`config.mk`:
```
export PLATFORM = sky130hd
export DESIGN_NAME = serial_add_sub_flat
export DESIGN_NICKNAME = d
export VERILOG_FILES = /design/src/rtl/serial_add_sub_pkg.sv /design/src/rtl/serial_add_sub_if.sv /design/src/rtl/serial_add_sub_fa.sv /design/src/rtl/serial_add_sub.sv /design/src/flat_wrapper.sv
export SDC_FILE = /design/constraint.sdc
export NUM_CORES = 1
export LEC_CHECK = 0
export ABC_AREA = 1
export BUFFER_PORTS_ARGS = -buffer_cell sky130_fd_sc_hd__buf_2
export CORE_UTILIZATION = 61
export DETAILED_ROUTE_END_ITERATION = 8
export PLACE_DENSITY = 0.85
export SETUP_SLACK_MARGIN = 0.5
export SLEW_MARGIN = 20
export SYNTH_ARGS = -nofsm -noshare
export SYNTH_HDL_FRONTEND = slang
export SYNTH_SLANG_ARGS = --single-unit
```
`constraint.sdc`:
```
create_clock -name clk -period 3.3 [get_ports clk]
set_input_delay 0 -clock clk [delete_from_list [all_inputs] [get_ports clk]]
set_output_delay 0 -clock clk [all_outputs]
set_load 0.1 [all_outputs]
```
`src/rtl/serial_add_sub_pkg.sv`:
```
// Shared constants and FSM encoding for the bit-serial adder/subtractor.
package serial_add_sub_pkg;

  localparam int DATA_WIDTH = 32;

  typedef enum logic [1:0] {
    SAS_IDLE = 2'b00,
    SAS_RUN  = 2'b01,
    SAS_FIN  = 2'b10
  } sas_state_e;

endpackage

```
`src/rtl/serial_add_sub_if.sv`:
```
// Request/result bundle of the serial adder; master issues operands, slave returns results.
interface serial_add_sub_if
  import serial_add_sub_pkg::*;
#(
  parameter int WIDTH = DATA_WIDTH
);
  logic             start;
  logic             sna;
  logic [WIDTH-1:0] a;
  logic [WIDTH-1:0] b;
  logic [WIDTH-1:0] y;
  logic             co;
  logic             ovf;
  logic             busy;
  logic             done;

  modport master (
    output start, sna, a, b,
    input  y, co, ovf, busy, done
  );

  modport slave (
    input  start, sna, a, b,
    output y, co, ovf, busy, done
  );
endinterface

```
`src/rtl/serial_add_sub_fa.sv`:
```
// One-bit full adder; the only arithmetic cell of the serial datapath.
module serial_add_sub_fa (
  input  logic a,
  input  logic b,
  input  logic ci,
  output logic s,
  output logic co
);
  assign s  = a ^ b ^ ci;
  assign co = (a & b) | (ci & (a ^ b));
endmodule

```
`src/rtl/serial_add_sub.sv`:
```
// Bit-serial WIDTH-bit adder/subtractor: one bit per clock, LSB first, registered carry.
// Subtraction is A + ~B + 1, with the +1 injected as the initial carry.
module serial_add_sub
  import serial_add_sub_pkg::*;
#(
  parameter int WIDTH = DATA_WIDTH
) (
  input logic             clk,
  input logic             rst_n,
  serial_add_sub_if.slave bus
);
  localparam int CW = $clog2(WIDTH);
  localparam logic [CW-1:0] CNT_LAST = CW'(WIDTH - 1);
  localparam logic [CW-1:0] CNT_PRE  = CW'(WIDTH - 2);

  sas_state_e       state_r;
  sas_state_e       state_nxt_s;
  logic             load_s;
  logic             step_s;
  logic             last_s;
  logic [WIDTH-1:0] opa_r;
  logic [WIDTH-1:0] opb_r;
  logic [WIDTH-2:0] acc_r;
  logic [CW-1:0]    cnt_r;
  logic             carry_r;
  logic             cmsb_r;
  logic             fa_sum_s;
  logic             fa_co_s;
  logic [WIDTH-1:0] y_r;
  logic             co_r;
  logic             ovf_r;
  logic             busy_r;
  logic             done_r;

  assign bus.y    = y_r;
  assign bus.co   = co_r;
  assign bus.ovf  = ovf_r;
  assign bus.busy = busy_r;
  assign bus.done = done_r;

  serial_add_sub_fa fa_inst (
    .a  (opa_r[0]),
    .b  (opb_r[0]),
    .ci (carry_r),
    .s  (fa_sum_s),
    .co (fa_co_s)
  );

  // State register
  always_ff @(posedge clk) begin
    if (!rst_n) begin
      state_r <= SAS_IDLE;
    end else begin
      state_r <= state_nxt_s;
    end
  end

  // Next-state decode and datapath strobes
  always_comb begin
    state_nxt_s = state_r;
    load_s      = 1'b0;
    step_s      = 1'b0;
    last_s      = 1'b0;
    case (state_r)
      SAS_IDLE: begin
        if (bus.start) begin
          load_s      = 1'b1;
          state_nxt_s = SAS_RUN;
        end else begin
          state_nxt_s = SAS_IDLE;
        end
      end
      SAS_RUN: begin
        step_s = 1'b1;
        if (cnt_r == CNT_LAST) begin
          last_s      = 1'b1;
          state_nxt_s = SAS_FIN;
        end else begin
          state_nxt_s = SAS_RUN;
        end
      end
      SAS_FIN:  state_nxt_s = SAS_IDLE;
      default:  state_nxt_s = SAS_IDLE;
    endcase
  end

  // Operand shifters, accumulator, carry chain and registered results
  always_ff @(posedge clk) begin
    if (!rst_n) begin
      opa_r   <= '0;
      opb_r   <= '0;
      acc_r   <= '0;
      cnt_r   <= '0;
      carry_r <= 1'b0;
      cmsb_r  <= 1'b0;
      y_r     <= '0;
      co_r    <= 1'b0;
      ovf_r   <= 1'b0;
      busy_r  <= 1'b0;
      done_r  <= 1'b0;
    end else if (load_s) begin
      opa_r   <= bus.a;
      opb_r   <= bus.sna ? ~bus.b : bus.b;
      carry_r <= bus.sna;
      cnt_r   <= '0;
      busy_r  <= 1'b1;
    end else if (step_s) begin
      opa_r   <= {1'b0, opa_r[WIDTH-1:1]};
      opb_r   <= {1'b0, opb_r[WIDTH-1:1]};
      // acc only keeps the WIDTH-1 bits already produced; the final bit goes straight to y
      acc_r   <= (WIDTH - 1)'({fa_sum_s, acc_r} >> 1);
      carry_r <= fa_co_s;
      cnt_r   <= cnt_r + CW'(1);
      if (cnt_r == CNT_PRE) begin
        cmsb_r <= fa_co_s;
      end
      if (last_s) begin
        y_r    <= {fa_sum_s, acc_r};
        co_r   <= fa_co_s;
        ovf_r  <= cmsb_r ^ fa_co_s;
        busy_r <= 1'b0;
        done_r <= 1'b1;
      end
    end else begin
      done_r <= 1'b0;
    end
  end

endmodule

```
`src/flat_wrapper.sv`:
```
// flat-port wrapper written by rule: the top's interface ports become plain ports
module serial_add_sub_flat import serial_add_sub_pkg::*;
#(
  parameter int WIDTH = DATA_WIDTH
)
  (clk, rst_n, bus_start, bus_sna, bus_a, bus_b, bus_y, bus_co, bus_ovf, bus_busy, bus_done);
  serial_add_sub_if #(.WIDTH(WIDTH)) bus_i ();
  input logic clk;
  input logic rst_n;
  input wire logic [$bits(bus_i.start)-1:0] bus_start;
  input wire logic [$bits(bus_i.sna)-1:0] bus_sna;
  input wire logic [$bits(bus_i.a)-1:0] bus_a;
  input wire logic [$bits(bus_i.b)-1:0] bus_b;
  output wire logic [$bits(bus_i.y)-1:0] bus_y;
  output wire logic [$bits(bus_i.co)-1:0] bus_co;
  output wire logic [$bits(bus_i.ovf)-1:0] bus_ovf;
  output wire logic [$bits(bus_i.busy)-1:0] bus_busy;
  output wire logic [$bits(bus_i.done)-1:0] bus_done;
  assign bus_i.start = bus_start;
  assign bus_i.sna = bus_sna;
  assign bus_i.a = bus_a;
  assign bus_i.b = bus_b;
  assign bus_y = bus_i.y;
  assign bus_co = bus_i.co;
  assign bus_ovf = bus_i.ovf;
  assign bus_busy = bus_i.busy;
  assign bus_done = bus_i.done;
  serial_add_sub #(.WIDTH(WIDTH)) u_core (.clk(clk), .rst_n(rst_n), .bus(bus_i));
endmodule
```
==> Yosys cells after proc, flatten, opt, wreduce, memory -nomap -nowiden <==
Cells that the tools add are included.
{ "op_classes": {"addsub": 1, "n_eq_ne": 4, "muxes": 20, "bitwise_logic": 9, "reduce_logical": 9} }
{ "ops": {"columns": ["operator", "n"], "rows": [
  ["32-bit 2-to-1 mux", 5],
  ["32-bit NOT", 1],
  ["1-bit 2-to-1 mux", 13],
  ["5-bit == test (second input constant)", 2],
  ["2-bit AND reduction", 3],
  ["3-bit AND reduction", 2],
  ["5-bit by 1-bit adder with 5-bit output (second input constant)", 1],
  ["2-bit case mux with 2 select lines", 1],
  ["2-bit nonzero test", 2],
  ["1-bit bitwise XOR", 3],
  ["1-bit AND", 2],
  ["2-bit by 1-bit == test with 1-bit output (second input constant)", 1],
  ["2-bit logical NOT", 1],
  ["2-bit 2-to-1 mux", 1],
  ["2-bit inequality test (second input constant)", 1],
  ["1-bit NOT", 2],
  ["2-bit OR reduction", 1],
  ["1-bit bitwise OR", 1]
]} }
{ "word_totals": {"regBits": 140, "in_bits": 68, "out_inout_bits": 36} }

==> Logic depth before layout (Yosys ltp) <==
{ "logic_depth": {"word_depth": 6, "ltp_mapped": 11} }

==> By module <==
From an unflattened synthesis, not the netlist that was laid out.
{ "hier_totals": {"hier_cells": 886, "area_unflattened_um2": 6362.4} }
{ "by_module_without_submodules": {"columns": ["mod", "instances", "cells_each", "area_per_inst_um2", "seq_area_each_um2"], "rows": [
  ["serial_add_sub", 1, 885, 6342.3, 2802.7],
  ["serial_add_sub_fa", 1, 1, 20.0, 0.0]
]} }

==> Worst setup path before layout <==
Ideal clock, no wire load.
{ "synth_path": {"path_kind": "flip-flop to flip-flop", "startpoint": "register u_core.cnt_r[1]", "endpoint": "register u_core.y_r[10], in the netlist u_core.bus.y[10]", "setup_time_ns": 0.126, "t_arrival_ns": 1.465, "required_ns": 3.174, "setup_slack_ns": 1.710, "stages_incl_launch_ff": 12, "n_path_buf": 2, "path_cell_list": "dfxtp_1 ha_1 inv_1 nor2_1 ha_1 inv_1 nor2_1 buf_4 inv_2 buf_4 nand3_1 o21ai_0"} }
{ "synth_between": {"elab_chain_cells": 4} }
{ "synth_lines": {"columns": ["item", "line", "source"], "rows": [
  ["start, declared", "serial_add_sub.sv:24", "logic [CW-1:0] cnt_r;"],
  ["start signal, assigned", "serial_add_sub.sv:113", "cnt_r <= cnt_r + CW'(1);"],
  ["5-bit == test", "serial_add_sub.sv:75", "if (cnt_r == CNT_LAST) begin"],
  ["1-bit 2-to-1 mux", "serial_add_sub.sv:75", null],
  ["1-bit 2-to-1 mux", "serial_add_sub.sv:64", "case (state_r)"],
  ["3-bit AND reduction (no line)", null, null],
  ["end signal, assigned", "serial_add_sub.sv:118", "y_r <= {fa_sum_s, acc_r};"],
  ["end, declared", "serial_add_sub.sv:29", "logic [WIDTH-1:0] y_r;"]
]} }
Every way passes these cells.
A chain may end at the register's enable or synchronous reset.

==> Final worst setup path <==
{ "layout_path": {"startpoint": "register u_core.cnt_r[0]", "endpoint": "register u_core.y_r[12], in the netlist u_core.bus.y[12]"} }
The elaborated chain is that of the path after synthesis.

==> metrics.txt <==
path depth of the worst reg2reg path=8; Synthesized Nets=1028; Yosys top cell by area=dfxtp_1; crit path time final=2150 ps; peak fanout along the critical path=17; pre-CTS WS=1200 ps; clock share of power=43.5%; clock latency on the worst-skew pair=530 ps; setup violators final=0; commonest cells in the netlist=nand2_1, nand3_1, dfxtp_1, inv_1, nor2_1; clock skew=11.8 ps; number of remaining DRC errors=0; Core Area=9910 um2; Starting DRT DRC Count=456; status=finished, final reports clean; GR Overflow Total=0; top cells by area, synth=dfxtp_1, nand2_1, nand3_1, inv_1, nor2_1; hold path start=rst_n; R2R Path End=u_core.bus.y[12]; worst setup path category=reg2reg; GRT Total Usage=30.6%; setup bufs post-CTS=0; fmax=0.465 GHz; Static Leak=4.19 nW; Worst Hold Path EP=u_core.opa_r[17]; Pre-antenna DRT Iters=5; post-route ant nets=0; sequential-to-total area share from yosys stat=44.4%; Critical Path Source Type=flop; WL/cell=13.0 um; Die X=104 um; Final Hold Violating Endpoints=0; synth warn=0; fin cells=1236; Seq pwr share=44.2%; initial core utilization=63.7%; Worst R2R Setup Slack=1150 ps; Required @ worst endpoint=3750 ps; #FFs+latches synth=140; hold buffers post-CTS=64; vias=6422; Design Area, Final=8000 um2; die area=10800 um2; Worst-Margin Slew=985 ps; Routed WL=16100 um; Peak VDD IR=0.380 mV; Setup WS post-layout=1150 ps; most common cell in the synthesized netlist=nand2_1; CP arrival=2590 ps; CTS max path bufs=2; RSZ-0062 raised after global routing=false; Antenna diodes=0; CTS tree=done; Post-layout nets=1162; RePlAce Congestion=0.801; filler cell count=693; top sig layer=met4; Logic pwr share=12.4%; CP endpoint kind=flop; cell count after synthesis=956; top_reg_cell synth=dfxtp_1; Slew Viols, Final=0; NetSw=1.19 mW; Max Cap Violations=0; largest net degree at the start of global routing=104; FP Rows=36; top-area cell type share of the netlist area=44.4%; synthesized area=6310 um2; initial antenna violation count=0; I/O Pins=104; Placed Area=6800 um2; Unique masters post-synth=18; CTS root buf=clkbuf_8; first-pass GRT wire length=27000 um; Clock transition at path regs=70 ps; port bufs=103; post-DP HPWL=8450 um; H-tree levels=4; met2 WL post-DR=7940 um; CTS Buf Count=17; hold crit path type=in2reg; Critical R2R Launch=u_core.cnt_r[0]; routed length on met3=795 um; CTS resizes=0; setup TNS=0 ps; EDFF count, synth=0; crit share post-route=65.1%; share of layout cells above drive strength 1=13.9%; CTS Sinks=140; vias in the first global route=5973; area of the multi-input gates=2770 um2; post-route met1 wirelength=6960 um; P&R area growth vs syn=26.8%; dpl cells=1140; flip-flop and latch area=2800 um2; die height=104 um; PD cells=517 nW/um2; Slew headroom=34.3%; asr flop ratio synth=0%; internal power=2.94 mW; switch share=28.8%; Avg Inst Size Synth=6.60 um2; Via-to-Cell Ratio=5.20; hold path depth=3
-- metrics by stage --
| step | util [%] | power [mW] | hold WS (ps) |
|---|---|---|---|
| 2_1_floorplan | - | 2.17 | 144 |
| 3_3_place_gp | 68.6 | 2.28 | 257 |
| 3_5_place_dp | 68.6 | 2.29 | 277 |
| 4_1_cts | 80.7 | 4.13 | 44.4 |
| 5_1_grt | 80.7 | 4.29 | 72.1 |
| 6_report | 80.7 | 4.13 | 46.7 |
-- flip-flops by register name (all words and copies together), names as in the netlist --
name and count:
u_core.opb_r 32, u_core.opa_r 32, u_core.bus.co 1, u_core.acc_r 31
u_core.bus.ovf 1, u_core.bus.y 32, u_core.bus.busy 1, u_core.cmsb_r 1
u_core.state_r 2, u_core.bus.done 1, u_core.carry_r 1, u_core.cnt_r 5
-- how the worst max path moves through the flow --
stage,from,endpoint,slack [ps],cells after the start
3_5_place_dp,u_core.cnt_r[0],u_core.bus.y[22],1200,8
6_report,u_core.cnt_r[0],u_core.bus.y[12],1150,8
3_3_place_gp,u_core.cnt_r[0],u_core.bus.y[16],1320,8
5_1_grt,u_core.cnt_r[0],u_core.bus.y[12],900,8
4_1_cts,u_core.cnt_r[0],u_core.bus.y[12],1160,8
2_1_floorplan,u_core.cnt_r[1],u_core.bus.y[10],1710,11
-- kinds of logic (layout without fill, tap and decap cells) --
| logic type | count (synthesis) | after routing | share of synthesized area, % |
|---|---|---|---|
| simple gates | 539 | 539 | 35.2 |
| flops | 140 | 140 | 44.4 |
| xor+xnor | 2 | 2 | 0.278 |
| fa+ha+maj | 4 | 4 | 0.912 |
| compound gates | 87 | 87 | 7.42 |
| buf+inv | 184 | 331 | 11.8 |
-- power groups by stage --
stage | combinational, mW | clock (mW) | sequential [mW]
global route | 0.572 | 1.88 | 1.83
finish | 0.511 | 1.80 | 1.83
global placement | 0.424 | 0 | 1.86
CTS | 0.495 | 1.81 | 1.82
detailed placement | 0.431 | 0 | 1.86
floorplan | 0.317 | 0 | 1.86
-- worst max-delay path, cell delays in order, from the launching register on --
cell	delay, ps
dfxtp_1	390
ha_1	180
inv_1	50
nor2_1	110
ha_1	160
inv_1	40
nor2_1	370
nand2_1	440
o21ai_0	310
-- placed cells by master, fill, tap and decap left out, drive strengths merged, types with 13 or more instances in the layout --
master and n:
a211oi 13, a21oi 20, buf 113, clkbuf 17, dfxtp 140, dlygate4sd3 64
inv 132, nand2 274, nand3 148, nor2 117, o21ai 54
-- metal layers --
layer  global-route usage [%]  up-vias
met5                        0        -
met4                     11.1        0
met3                     6.80       40
met2                     53.4      226
met1                     36.8     2922
li1                         -     3234
-- area by class of cell --
class                           count  area share (%)
Inverter                          122            5.73
Clock buffer                       17            5.18
Clock inverter                     15            1.81
Sequential cell                   140            35.0
Timing Repair Buffer              177            15.5
Multi-Input combinational cell    632            34.6
Tap cell                          133            2.08
No activity file was read; power rests on OpenSTA's default activity.
